`config.mk`:
```
export PLATFORM = sky130hd
export DESIGN_NAME = ttl_74169_sync
export DESIGN_NICKNAME = d
export VERILOG_FILES = /design/src/rtl/ttl_74169_sync.sv
export SDC_FILE = /design/constraint.sdc
export NUM_CORES = 1
export LEC_CHECK = 0
export CAP_MARGIN = 20
export CELL_PAD_IN_SITES_DETAIL_PLACEMENT = 0
export CELL_PAD_IN_SITES_GLOBAL_PLACEMENT = 1
export CORE_MARGIN = 1.5
export CORE_UTILIZATION = 25
export DETAILED_ROUTE_END_ITERATION = 16
export GPL_TIMING_DRIVEN = 0
export PLACE_DENSITY = 0.75
export SLEW_MARGIN = 30
export SYNTH_ARGS = -nofsm -noshare
export SYNTH_HDL_FRONTEND = slang
export SYNTH_SLANG_ARGS = --single-unit
export TNS_END_PERCENT = 50
```
`constraint.sdc`:
```
create_clock -name Clk -period 1.7 [get_ports Clk]
set_input_delay 0.17 -clock Clk [delete_from_list [all_inputs] [get_ports Clk]]
set_output_delay 0.17 -clock Clk [all_outputs]
set_load 0.1 [all_outputs]
```
`src/rtl/ttl_74169_sync.sv`:
```
`default_nettype none
// ============================================================================
// Module   : ttl_74169_sync
// Brief    : LS169-style synchronous up/down binary counter with parallel load,
//            advanced by rising edges of the Cen strobe on the system clock.
// Revision : 1.0
// ============================================================================
module ttl_74169_sync #(
  parameter int WIDTH = 4
) (
  input  logic             Clk,
  input  logic             Reset,
  input  logic             Cen,
  input  logic             Load_bar,
  input  logic             ENP_bar,
  input  logic             ENT_bar,
  input  logic             U_D,
  input  logic [WIDTH-1:0] D,
  output logic             RCO_bar,
  output logic [WIDTH-1:0] Q
);

  localparam logic [WIDTH-1:0] c_one  = WIDTH'(1);
  localparam logic [WIDTH-1:0] c_ones = '1;
  localparam logic [WIDTH-1:0] c_zero = '0;

  logic             r_last_cen;
  logic [WIDTH-1:0] r_q;
  logic             w_trigger;
  logic             w_count_en;
  logic             w_terminal;

  // last_cen resets high so a Cen held through reset release is not an edge.
  assign w_trigger  = Cen & ~r_last_cen;
  assign w_count_en = ~ENP_bar & ~ENT_bar;

  always_ff @(posedge Clk or posedge Reset) begin
    if (Reset) begin
      r_q        <= c_zero;
      r_last_cen <= 1'b1;
    end else begin
      r_last_cen <= Cen;
      if (w_trigger) begin
        if (!Load_bar) begin
          r_q <= D;
        end else if (w_count_en) begin
          r_q <= U_D ? (r_q + c_one) : (r_q - c_one);
        end
      end
    end
  end

  // Terminal count depends on direction: all-ones going up, zero going down.
  assign w_terminal = U_D ? (r_q == c_ones) : (r_q == c_zero);
  assign RCO_bar    = ~(~ENT_bar & w_terminal);
  assign Q          = r_q;

endmodule
`default_nettype wire

```
==> flow_metrics.tcl <==
set metrics [dict create \
    outcome "finished with violations" \
    violations "setup timing" \
    drc 0 \
    crit_path_start_kind "flop" \
    end_kind "primary output" \
    ir_worst_vdd_v 0.000582 \
    globalplace.congestion 0.685 \
    cp.arrival_ns 1.72 \
    crit_required_ns 1.53 \
    mostFrequentLayoutCells "8 x clkdlybuf4s50_1, 4 x nand2_1" \
    area_delta_synth_final_pct 76.4 \
    hp-class "input pin to asynchronous set/reset pin" \
    setup_ws_ns -0.188 \
    die_area_um2 1770 \
    tightestPinTransition_ns 0.948 \
    rsz0062_at_grt "true" \
    post_drt_wl_per_cell_um 12.0 \
    detail-route-antenna-nets 0 \
    clock-root-buffer "clkbuf_4" \
    fin_crit_ns 1.89 \
    overflow 0 \
    io_pins 16 \
    max_slew_margin 0.370 \
    synth_fp_nets 55 \
    grt_pass1_vias 344 \
    cp_max_fo 4 \
    rows 13 \
    wl_um 936 \
    rrSetupSlack_ns -0.12 \
    port_buffers 14 \
    clk_pin_slew_worst_paths_ns 0.05 \
    avgSynthCellArea_um2 9.31 \
    clk_path_buf_depth 2 \
    routed_via_density 5.05 \
    final_layout_size_suffix_gt1_frac 0.444 \
    track_usage 0.115 \
    stdcell_area_um2 673 \
    p_total_uw 953 \
    diodes 0 \
    post_dp_cell_area_um2 586 \
    fin_cells 78 \
    tritoncts.num_buffers 3 \
    dieWidth_um 42.1 \
    hold_viol_final 0 \
    slew_viol_final 0 \
    nFillCells 140 \
    grt_pass1_wl_mm 1.48 \
    antenna_found_initial 0 \
    layout_commonest_cell "clkdlybuf4s50_1" \
    syn_inst 41 \
    via_count 394 \
    fmax_ghz 0.530 \
    dp.cells 70 \
    fin_nets 78 \
    cts.sink_count 5 \
    htreeDepth 1 \
    final.period_utilization 1.11 \
    hpwl_um 675 \
    clock_skew_ns 0.00356 \
    ys_seq_area_frac 0.331 \
    critPathKind "flop to primary output" \
    initial_core_util 0.279 \
    postCtsHoldBufs 0 \
    firstDrtPassIters 4 \
    ys_warn_count 0 \
    maxCapViolations 0 \
    power_leakage_uw 0.000294 \
    yosysUniqueCellTypes 27 \
    cts_tree "yes" \
    grt_start_max_net_pins 10 \
    setup_viol 2 \
    syn_area_um2 382 \
    ys_seq_elements 5 \
    core-area_um2 1370 \
    power.density_nw_per_um2 1420 \
    insertion_delay_ns 0.25 \
    initialDrtViolationCount 4 \
    die_h_um 42.1 \
]
where the power goes:
| group | switching [uW] | internal (uW) |
|---|---|---|
| combinational | 379 | 214 |
| sequential | 45.4 | 168 |
| clock | 60.2 | 85.7 |
| total | 485 | 468 |
area by class of cell:
class	instances	area, um^2	area share
Multi-Input combinational cell	32	287	0.426
Timing Repair Buffer	18	185	0.275
Sequential cell	5	139	0.206
Clock buffer	3	22.5	0.0335
Tap cell	15	18.8	0.0279
Inverter	3	11.3	0.0167
Clock inverter	1	5.00	0.00743
Buffer	1	5.00	0.00743
kinds of logic (layout without fill, tap and decap cells):
logic type                 after synthesis  count (layout)  synth area share
xor gates and xnor gates                 1               1            0.0230
and+or+nand+nor                         16              16             0.282
muxes                                    1               1            0.0262
buffers and inverters                    4              26            0.0426
adders and majority gates                3               3             0.118
AOI/OAI and AO/OA                       11              11             0.177
DFF                                      5               5             0.331
per-layer routing:
layer / wire [um] / global-route usage
met1: 410 / 0.136
met2: 454 / 0.184
met3: 72 / 0.0647
met4: 0 / 0.0188
met5: 0 / 0
stage by stage:
step	hold slack, ns	utilization	setup WS [ns]	TNS [ns]
final	0.111	0.493	-0.188	-0.313
after CTS	0.116	0.451	-0.220	-0.454
after detailed placement	0.385	0.429	-0.861	-1.52
after global routing	0.132	0.493	-0.229	-0.442
after global placement	0.383	0.429	-0.848	-1.51
after floorplan	-0.0522	-	-0.178	-0.254
sequential cells by signal, summed over array words and instances (netlist names):
name / cells
Q: 4
r_last_cen: 1
final timing paths:
| kind | from | endpoint | cells past startpoint |
|---|---|---|---|
| worst max-delay path | Q[1] | RCO_bar | 4 |
| worst min-delay path | Reset | Q[3] | 2 |
| worst max register to register | Q[1] | Q[3] | 6 |
| worst min register to register | Q[2] | Q[2] | 2 |
| max in group asynchronous | Reset | r_last_cen | 2 |
| min in group Clk | Load_bar | Q[0] | 3 |
Yosys cell counts, drive strengths merged:
cell | instances | area share
o21ai | 7 | 0.092
dfrtp | 4 | 0.26
nand2 | 4 | 0.039
inv | 3 | 0.030
and3 | 2 | 0.046
ha | 2 | 0.066
a211oi | 1 | 0.033
a21o | 1 | 0.020
a21oi | 1 | 0.013
and3b | 1 | 0.023
buf | 1 | 0.013
dfstp | 1 | 0.069
fa | 1 | 0.052
mux2i | 1 | 0.026
nand2b | 1 | 0.016
nand3 | 1 | 0.013
nand3b | 1 | 0.030
nand4 | 1 | 0.016
nor2 | 1 | 0.0098
nor2b | 1 | 0.016
nor4b | 1 | 0.023
o31ai | 1 | 0.020
or3 | 1 | 0.030
or4 | 1 | 0.020
xnor2 | 1 | 0.023
repair_timing:
| item | in CTS | in global routing |
|---|---|---|
| gates resized for setup | 15 | 9 |
| buffers inserted | 0 | 4 |
| pin swaps | 0 | 4 |
| setup endpoints to repair | 6 | 4 |
worst max-delay path: stages (launching register included):
cell      delay, ns
dfrtp_4        0.50
or4_4          0.54
o21ai_4        0.19
nand2b_4       0.08
buf_12         0.16
No activity file was read; power rests on OpenSTA's default activity.
